==> src/rtl/key_tone_gen.sv <==
// Multi-channel key-to-tone generator: note-on/off commands with transpose, a shared
// serial divider for the half-period, and one square-wave output per channel.
module key_tone_gen #(
    parameter int unsigned CLK_HZ = 100000000,
    parameter int unsigned NUM_CH = 4,
    parameter int unsigned FREQ_W = 32,
    localparam int unsigned CH_W  = (NUM_CH > 1) ? $clog2(NUM_CH) : 1
) (
    input  logic                     clk,
    input  logic                     rst,
    input  logic                     key_valid,
    output logic                     key_ready,
    input  logic [CH_W-1:0]          key_ch,
    input  logic [5:0]               key_code,
    input  logic                     key_on,
    input  logic [5:0]               transpose,
    output logic [NUM_CH*FREQ_W-1:0] freq,
    output logic [NUM_CH-1:0]        active,
    output logic [NUM_CH-1:0]        tone,
    output logic                     err
);

    localparam int unsigned CNT_W = $clog2(FREQ_W + 1);

    typedef enum logic [1:0] {IDLE, LOOKUP, DIV, COMMIT} state_t;

    state_t              state, state_nxt;
    logic [CH_W-1:0]     ch_q;
    logic [5:0]          code_q;
    logic                on_q;
    logic [5:0]          trn_q;
    logic                reject_q;
    logic [FREQ_W-1:0]   f_q, dvsr_q, rem_q, quo_q;
    logic [CNT_W-1:0]    div_cnt;
    logic [FREQ_W-1:0]   freq_r [NUM_CH];
    logic [FREQ_W-1:0]   half_r [NUM_CH];
    logic [FREQ_W-1:0]   cnt_r  [NUM_CH];

    logic                accept_c, reject_c, div_done_c, commit_c;
    logic signed [7:0]   idx_c;
    logic [10:0]         tbl_c;
    logic [FREQ_W:0]     rem_sh_c, diff_c;
    logic [FREQ_W-1:0]   half_c;

    // Equal-tempered key table, C3 .. B6 in whole Hz
    function automatic logic [10:0] tone_hz(input logic [5:0] i);
        logic [10:0] f;
        f = 11'd0;
        case (i)
            6'd0:  f = 11'd130;  6'd1:  f = 11'd138;  6'd2:  f = 11'd146;  6'd3:  f = 11'd155;
            6'd4:  f = 11'd164;  6'd5:  f = 11'd174;  6'd6:  f = 11'd185;  6'd7:  f = 11'd196;
            6'd8:  f = 11'd207;  6'd9:  f = 11'd220;  6'd10: f = 11'd233;  6'd11: f = 11'd246;
            6'd12: f = 11'd261;  6'd13: f = 11'd277;  6'd14: f = 11'd293;  6'd15: f = 11'd311;
            6'd16: f = 11'd329;  6'd17: f = 11'd349;  6'd18: f = 11'd369;  6'd19: f = 11'd392;
            6'd20: f = 11'd415;  6'd21: f = 11'd440;  6'd22: f = 11'd466;  6'd23: f = 11'd493;
            6'd24: f = 11'd523;  6'd25: f = 11'd554;  6'd26: f = 11'd587;  6'd27: f = 11'd622;
            6'd28: f = 11'd659;  6'd29: f = 11'd698;  6'd30: f = 11'd739;  6'd31: f = 11'd783;
            6'd32: f = 11'd830;  6'd33: f = 11'd880;  6'd34: f = 11'd932;  6'd35: f = 11'd987;
            6'd36: f = 11'd1046; 6'd37: f = 11'd1108; 6'd38: f = 11'd1174; 6'd39: f = 11'd1244;
            6'd40: f = 11'd1318; 6'd41: f = 11'd1396; 6'd42: f = 11'd1480; 6'd43: f = 11'd1568;
            6'd44: f = 11'd1661; 6'd45: f = 11'd1760; 6'd46: f = 11'd1864; 6'd47: f = 11'd1975;
            default: f = 11'd0;
        endcase
        return f;
    endfunction

    assign accept_c   = key_valid && key_ready;
    assign idx_c      = $signed({2'b00, code_q}) + $signed({{2{trn_q[5]}}, trn_q});
    assign reject_c   = (32'(ch_q) >= NUM_CH) ||
                        (on_q && ((code_q > 6'd47) || idx_c[7] || (idx_c > 8'sd47)));
    assign tbl_c      = tone_hz(idx_c[5:0]);
    assign div_done_c = (div_cnt == CNT_W'(FREQ_W - 1));
    assign commit_c   = (state == COMMIT) && !reject_q;

    // One restoring-division step: shift in the next dividend bit, subtract if it fits
    assign rem_sh_c = {rem_q, quo_q[FREQ_W-1]};
    assign diff_c   = rem_sh_c - {1'b0, dvsr_q};
    assign half_c   = (quo_q == '0) ? FREQ_W'(1) : quo_q;

    always_ff @(posedge clk or posedge rst) begin
        if (rst) state <= IDLE;
        else     state <= state_nxt;
    end

    always_comb begin
        state_nxt = state;
        case (state)
            IDLE:    if (accept_c) state_nxt = LOOKUP;
            LOOKUP:  state_nxt = (reject_c || !on_q) ? COMMIT : DIV;
            DIV:     if (div_done_c) state_nxt = COMMIT;
            COMMIT:  state_nxt = IDLE;
            default: state_nxt = IDLE;
        endcase
    end

    // Command capture, divider datapath and per-channel tone generators
    always_ff @(posedge clk or posedge rst) begin
        if (rst) begin
            key_ready <= 1'b1;
            err       <= 1'b0;
            ch_q      <= '0;
            code_q    <= '0;
            on_q      <= 1'b0;
            trn_q     <= '0;
            reject_q  <= 1'b0;
            f_q       <= '0;
            dvsr_q    <= '0;
            rem_q     <= '0;
            quo_q     <= '0;
            div_cnt   <= '0;
            active    <= '0;
            tone      <= '0;
            for (int c = 0; c < NUM_CH; c++) begin
                freq_r[c] <= '0;
                half_r[c] <= '0;
                cnt_r[c]  <= '0;
            end
        end else begin
            // Registered ready rises one cycle after IDLE is re-entered
            key_ready <= (state == IDLE) && !accept_c;
            err       <= 1'b0;

            if (accept_c) begin
                ch_q   <= key_ch;
                code_q <= key_code;
                on_q   <= key_on;
                trn_q  <= transpose;
            end

            case (state)
                LOOKUP: begin
                    reject_q <= reject_c;
                    f_q      <= FREQ_W'(tbl_c);
                    dvsr_q   <= FREQ_W'({tbl_c, 1'b0});
                    rem_q    <= '0;
                    quo_q    <= FREQ_W'(CLK_HZ);
                    div_cnt  <= '0;
                end
                DIV: begin
                    if (!diff_c[FREQ_W]) begin
                        rem_q <= diff_c[FREQ_W-1:0];
                        quo_q <= {quo_q[FREQ_W-2:0], 1'b1};
                    end else begin
                        rem_q <= rem_sh_c[FREQ_W-1:0];
                        quo_q <= {quo_q[FREQ_W-2:0], 1'b0};
                    end
                    div_cnt <= div_cnt + CNT_W'(1);
                end
                COMMIT: if (reject_q) err <= 1'b1;
                default: ;
            endcase

            for (int c = 0; c < NUM_CH; c++) begin
                if (active[c]) begin
                    if (cnt_r[c] == half_r[c] - FREQ_W'(1)) begin
                        cnt_r[c] <= '0;
                        tone[c]  <= ~tone[c];
                    end else begin
                        cnt_r[c] <= cnt_r[c] + FREQ_W'(1);
                    end
                end else begin
                    cnt_r[c] <= '0;
                    tone[c]  <= 1'b0;
                end

                // Commit overrides the running generator and restarts its phase
                if (commit_c && (int'(ch_q) == c)) begin
                    cnt_r[c] <= '0;
                    tone[c]  <= 1'b0;
                    if (on_q) begin
                        freq_r[c] <= f_q;
                        half_r[c] <= half_c;
                        active[c] <= 1'b1;
                    end else begin
                        freq_r[c] <= '0;
                        active[c] <= 1'b0;
                    end
                end
            end
        end
    end

    for (genvar c = 0; c < NUM_CH; c++) begin : g_freq
        assign freq[c*FREQ_W +: FREQ_W] = freq_r[c];
    end

endmodule

==> config.mk <==
export PLATFORM = sky130hd
export DESIGN_NAME = key_tone_gen
export DESIGN_NICKNAME = d
export VERILOG_FILES = /design/src/rtl/key_tone_gen.sv
export SDC_FILE = /design/constraint.sdc
export NUM_CORES = 1
export LEC_CHECK = 0
export ABC_AREA = 1
export BUFFER_PORTS_ARGS = -buffer_cell sky130_fd_sc_hd__buf_4
export CAP_MARGIN = 20
export CORE_UTILIZATION = 45
export CTS_CLUSTER_DIAMETER = 100
export DETAILED_ROUTE_END_ITERATION = 7
export GPL_TIMING_DRIVEN = 0
export PLACE_DENSITY = 0.73
export SYNTH_ARGS = -nofsm -noshare
export SYNTH_HDL_FRONTEND = slang
export SYNTH_SLANG_ARGS = --single-unit
==> constraint.sdc <==
create_clock -name clk -period 16.43 [get_ports clk]
set_input_delay 1.643 -clock clk [delete_from_list [all_inputs] [get_ports clk]]
set_output_delay 1.643 -clock clk [all_outputs]
set_load 0.01 [all_outputs]
# ---- After elaboration in Yosys (flattened, before gate mapping)
# Memories as Yosys holds them, arrays and structs flattened. A register that Yosys moved wholly into a read port is not among the register bits.
# Index checks and enable logic that the tools add are counted.
dict set report word_totals {
  regBits 482
  rom_bits 704
  in_bits 18
  output_inout_bits 138
  elab_cells 127
  memories 1
}
# name words word_bits rd rd_clocked_by_memory_dff wr line
set memory_table {}
lappend memory_table {{(name not given)} 64 11 1 1 0 49} ;# case (i)
dict set report op_classes {
  addsub 11
  order_cmp 2
  eq_ne 17
  muxes 38
  bitwise_logic 4
  n_reduce_logical 23
}
# operator n
set ops {}
lappend ops {{$mux W32} 14}
lappend ops {{$add A32 B1 Y32 const B} 4}
lappend ops {{$eq A32 B32 Y1} 4}
lappend ops {{$pmux W32 S2} 2}
lappend ops {{$sub A32 B1 Y32 const B} 4}
lappend ops {{$sub A33 B12 Y33} 1}
lappend ops {{$logic_not A32 Y1} 1}
lappend ops {{$mux W1} 17}
lappend ops {{$ne A3 B1 Y1 const B} 4}
lappend ops {{$pmux W6 S2} 1}
lappend ops {{$mux W11} 1}
lappend ops {{$reduce_and A2 Y1} 5}
lappend ops {{$add A7 B6 Y8} 1}
lappend ops {{$eq A2 B2 Y1 const B} 4}
lappend ops {{$gt A8 B7 Y1 const B} 1}
lappend ops {{$logic_and A1 B1 Y1} 8}
lappend ops {{$pmux W2 S4} 1}
lappend ops {{$add A6 B1 Y6 const B} 1}
lappend ops {{$eq A6 B5 Y1 const B} 1}
lappend ops {{$gt A6 B6 Y1 const B} 1}
lappend ops {{$eq A2 B1 Y1 const B} 2}
lappend ops {{$logic_not A2 Y1} 2}
lappend ops {{$mux W2} 2}
lappend ops {{$ne A2 B2 Y1 const B} 2}
lappend ops {{other kinds (4)} 11}

# ---- Logic depth before layout (Yosys ltp)
dict set report logic_depth {
  word_depth 7
  ltp_mapped 18
}

# ---- Worst setup path before layout
# Ideal clock, no wire load.
dict set report synth_timing {
  path_kind {in2reg}
  start {input key_valid}
  end {register state[0]}
  arrival_time_ns 2.215
  t_required_ns 16.299
  setup_slack_ns 14.084
  stages 5
  cell_sequence {nand2_1 inv_1 o21ai_0 nand2_1 a21boi_0}
}
dict set report synth_via {
  elab_chain_cells 3
}
# item line
set synth_lines {}
lappend synth_lines {{from (decl)} 11} ;# input logic key_valid,
lappend synth_lines {{$logic_and A1 B1 Y1} 67} ;# assign accept_c = key_valid && key_ready;
lappend synth_lines {{$ne A2 B2 Y1 (no source line)} n/a}
lappend synth_lines {{$reduce_and A2 Y1 (no source line)} n/a}
lappend synth_lines {{to (signal assigned)} 82} ;# else state <= state_nxt;
lappend synth_lines {{to (decl)} 27} ;# state_t state, state_nxt;
# Every way passes these cells.
# A chain may end at the register's enable or synchronous reset.

# ---- Worst setup path after layout
dict set report layout_timing {
  start {register state[1]}
  end {register half_r[47] (netlist bit)}
}
dict set report layout_via {
  elab_chain_cells 4
}
# item line
set layout_lines {}
lappend layout_lines {{$eq A2 B2 Y1} 73} ;# assign commit_c = (state == COMMIT) && !reject_q;
lappend layout_lines {{$logic_and A1 B1 Y1} 73}
lappend layout_lines {{$logic_and A1 B1 Y1} 167} ;# if (commit_c && (int'(ch_q) == c)) begin
lappend layout_lines {{$reduce_and A2 Y1 (no source line)} n/a}
lappend layout_lines {{to (signal, indexed assignment)} 172} ;# half_r[c] <= half_c;
lappend layout_lines {{to (decl)} 36} ;# logic [FREQ_W-1:0] half_r [NUM_CH];
# Every way passes these cells.

==> flow_results.org <==
** Yosys
- Gate count after technology mapping :: 3,542
- Largest cells by area after synthesis :: sky130_fd_sc_hd__dfrtp_1 (40%), sky130_fd_sc_hd__nand2_1 (14%), sky130_fd_sc_hd__nor2_1 (8.0%), sky130_fd_sc_hd__inv_1 (5.6%), sky130_fd_sc_hd__xor2_1 (5.6%)
- Mean instance size in the synthesized netlist :: 7.22 um2
- Syn. warnings :: 0
- Seq/Total Area, Yosys :: 40.0%
- Of the post-synthesis cell area, the dominant cell type holds 39.9%.
- Counting flops with an async set or reset pin after synthesis yields a share of 100%.
- The cell area that synthesis handed to floorplanning was 25,600 um2.
- The most used flip-flop cell after synthesis is sky130_fd_sc_hd__dfrtp_1.
- Yosys mapped the design onto 51 distinct sky130hd cell types.
- Counting flops with a built-in enable in the synthesized netlist gives 0.
- Number of flip-flops and latches in the synthesized netlist :: 409
- Cell types with the highest counts after synthesis :: sky130_fd_sc_hd__nand2_1 (950), sky130_fd_sc_hd__nor2_1 (543), sky130_fd_sc_hd__dfrtp_1 (408), sky130_fd_sc_hd__inv_1 (385), sky130_fd_sc_hd__o21ai_0 (250)
- The most common cell in the synthesized netlist is sky130_fd_sc_hd__nand2_1.
- The largest total area in the synthesized netlist belongs to sky130_fd_sc_hd__dfrtp_1.

** Timing
- Clock skew on the completed layout was measured at 0.0246 ns.
- Derived from the worst setup path, the maximum achievable clock frequency is 0.281 GHz.
- Setup repair after global routing left no endpoint under its margin.
- The max-slew violation count is 0.
- In this run the tightest slew margin relative to its limit is 13.4%.
- Setup violations remaining at the end of the flow were counted as 0.
- Tcrit/Tclk final :: 21.7%
- For the pin with the worst max-slew slack, the measured transition is 1.29 ns.
- Hold timing on the final database bottoms out at a slack of 0.480 ns.
- Count of final hold-check violations :: 0
- Final min period :: 3.56 ns
- In the final timing run, aggregate negative setup slack is 0 ns.

** Power and ir drop
- Peak ir drop on the vdd network :: 0.000199 V
- Sequential Power Share :: 27.9%
- Net switching is 46.6% of the power.
- Pwr dens :: 176 nW/um2
- Combinational share of power :: 50.9%
- The clock network is responsible for 21.1% of the overall power.
- Static leakage power :: 14.2 nW
- Overall power after layout :: 5.12 mW
- Internal Dissipation :: 2.73 mW
- The analysis attributes to net switching a power of 2.39 mW.

** Clock network
- After clock tree synthesis, the repair step resized 0 gates.
- After clock tree synthesis, the flow added hold-fix buffers numbering 0.
- Number of buffers inserted during clock tree synthesis :: 46
- The number of setup buffers added after CTS is 0.
- Counting every sink on the clock net gives 409.
- In this run the deepest clock path goes through 3 buffers.
- TritonCTS built the clock tree.
- Clock network latency to the later pin of the worst-skew pair :: 0.59 ns
- The cell sitting at the root of the clock tree is a sky130_fd_sc_hd__clkbuf_16.
- Clock transition at path regs :: 0.06 ns
- The H-tree was split into 2 levels.

** Route
- Dividing the detail-routed via count by the number of cells gives 5.02.
- Post-DR wirelength/cell :: 15.1 um
- Detailed-router iteration count before antenna repair :: 7
- Post-detailed-route count of antenna-violating nets :: 0
- In this run, the number of DRC markers left after iteration 0 of detailed routing was 1,594.
- Total wirelength of the detailed-routed design :: 68.4 mm
- In the routed design, unresolved DRC markers number 0.
- Via count :: 22,700

** Placement
- The placed instances occupy a cell area of 27,500 um2.
- Once detailed placement completed, the half-perimeter wirelength came to 51.3 mm.
- Input and output buffers added on the ports amount to 71.
- Routability-driven placement congestion ratio :: 0.951

** Setup path
- The largest single stage delay on the critical path is 1.00 ns.
- For this design, the slowest cell found on the critical path is sky130_fd_sc_hd__nor3_1.
- Worst R2R Start :: state[1]
- The worst register-to-register path ends at half_r[47].
- By instance count, the cell type seen most on the critical path is sky130_fd_sc_hd__clkbuf_1.
- Critical path peak fanout :: 10
- The setup check on the worst reg-to-reg path leaves a slack of 12.87 ns.
- At the worst endpoint, the required time is 16.87 ns.
- Measured in cells, the most critical reg-to-reg path has a length of 8.
- The critical path is of the flip-flop to flip-flop type.
- The worst setup path is captured at a flip-flop.
- Startpoint type of the worst setup path :: flip-flop
- WP data arrival :: 4.00 ns
- Walking the worst path, the cells encountered are ha_1 > nand2_1 > nor3_1 > inv_1 > nor2_1 > clkbuf_1 > clkbuf_1 > o21ai_0.

** Global routing
- Antenna violations before repair :: 0
- For this run the aggregate overflow at the end of global routing stands at 0.
- Global routing used 24.0% of the available tracks across all layers.
- Global-route wire length before repair :: 111 mm
- The via count of the first global-routing pass is 21,900.
- Maximum number of pins on one net before global-route repair :: 118

** Status
- The run finished with clean final reports.

** Floorplanning
- Initial core utilization :: 45.5%
- 156 I/O pins were placed.
- Area of the core region :: 56,300 um2
- In this run the core area contains 87 standard-cell rows.
- Area of the die :: 57,800 um2
- Die Y :: 240 um
- Measured along the x axis, the die boundary spans 240 um.

** Final layout
- Cells fill 51.6% of the core in the end.
- Fraction of layout cells with a size suffix above 1 :: 9.03%
- Area growth from synthesis to final layout :: 13.5%
- Antenna Cells :: 0
- After routing the design area is 29,000 um2.
- In the final design database the tool counted 3,805 nets.
- Filler cells :: 5,483

** Run
- Maxcap violations :: 0

** Hold path
- The tightest min-delay check is of the flip-flop to flip-flop type.
- The path with the worst hold slack has its endpoint at half_r[91].
- The worst hold path begins at quo_q[27].
- Counting instances, the worst hold path has a depth of 2.
how the worst max path moves through the flow:
stage              from         end  cells past startpoint
2_1_floorplan       rst   active[0]                      1
3_5_place_dp   state[1]  half_r[41]                      8
4_1_cts        state[1]  half_r[35]                      8
6_report       state[1]  half_r[47]                      8
5_1_grt        state[1]  half_r[47]                      8
3_3_place_gp        rst   half_r[4]                      2
power by group through the flow:
stage               registers (mW)  logic (mW)  clock network, mW
floorplan                     1.39        1.91                  0
global route                  1.45        2.95               1.14
CTS                           1.43        2.58               1.10
finish                        1.43        2.61               1.08
detailed placement            1.44        2.57                  0
global placement              1.44        2.55                  0
layer usage:
metal	vias to the layer above	routed length, um	global-route usage, %
li1	11400	-	-
met2	589	33100	41.0
met1	10600	29400	30.8
met4	0	1880	8.09
met3	143	4010	3.81
met5	-	0	0
flip-flops by register name, indices dropped and copies added (netlist names):
name,count
err,1
on_q,1
ch_q,2
active,4
cnt_r,128
dvsr_q,11
quo_q,32
key_ready,1
div_cnt,6
reject_q,1
code_q,6
half_r,128
trn_q,6
freq,44
state,2
tone,4
rem_q,32
layout make-up:
class / instances / area (um2) / share of cell area [%]
inverters: 393 / 1480 / 5.11
multi-input cells: 2656 / 13200 / 45.3
repair buffers: 75 / 621 / 2.14
plain buffers: 167 / 1020 / 3.52
well taps: 756 / 946 / 3.26
flip-flops and latches: 409 / 10200 / 35.3
clock inverters: 21 / 310 / 1.07
clock buffers: 57 / 1250 / 4.32
cell families after synthesis:
family                   Yosys count  synth area share [%]
flip-flops                       409                  40.0
XOR/XNOR                         253                  8.66
AND/OR/NAND/NOR                 1899                  31.5
adder cells (fa/ha/maj)           39                  1.97
AO/OA/AOI/OAI                    381                  8.11
buffers and inverters            560                  9.76
other                              1                0.0147
stage by stage:
stage / setup WS (ns) / instances
2_1_floorplan: 3.41 / 3625
3_3_place_gp: -1.14 / 4452
3_5_place_dp: 13.09 / 4456
4_1_cts: 13.08 / 4534
5_1_grt: 12.80 / 4534
6_report: 12.87 / 4534
worst max-delay path: cells and delay by family (launching register included):
kind | cells | cell delay [ns]
compound gates | 1 | 0.14
fa+ha+maj | 1 | 0.19
buf+inv | 3 | 1.11
flops | 1 | 0.42
simple gates | 3 | 1.57
layout by cell type, fill, tap and decap left out, types with 14 or more instances in the layout:
| cell type | netlist | routed |
|---|---|---|
| sky130_fd_sc_hd__a21oi_1 | 27 | 27 |
| sky130_fd_sc_hd__a22oi_1 | 15 | 15 |
| sky130_fd_sc_hd__buf_4 | 95 | 166 |
| sky130_fd_sc_hd__clkbuf_1 | 60 | 66 |
| sky130_fd_sc_hd__clkbuf_16 | 0 | 47 |
| sky130_fd_sc_hd__conb_1 | 1 | 84 |
| sky130_fd_sc_hd__dfrtp_1 | 408 | 408 |
| sky130_fd_sc_hd__ha_1 | 37 | 37 |
| sky130_fd_sc_hd__inv_1 | 385 | 384 |
| sky130_fd_sc_hd__nand2_1 | 950 | 950 |
| sky130_fd_sc_hd__nand2_2 | 18 | 18 |
| sky130_fd_sc_hd__nand3_1 | 183 | 183 |
| sky130_fd_sc_hd__nand3b_1 | 21 | 21 |
| sky130_fd_sc_hd__nand4_1 | 50 | 50 |
| sky130_fd_sc_hd__nor2_1 | 543 | 543 |
| sky130_fd_sc_hd__nor2_2 | 25 | 25 |
| sky130_fd_sc_hd__nor2_4 | 16 | 16 |
| sky130_fd_sc_hd__nor3_1 | 53 | 53 |
| sky130_fd_sc_hd__o21ai_0 | 250 | 250 |
| sky130_fd_sc_hd__o21ai_1 | 24 | 24 |
| sky130_fd_sc_hd__o21bai_1 | 14 | 14 |
| sky130_fd_sc_hd__o22ai_1 | 26 | 26 |
| sky130_fd_sc_hd__xnor2_1 | 89 | 89 |
| sky130_fd_sc_hd__xor2_1 | 164 | 164 |
Note: power is estimated with default switching activity, not from simulation.
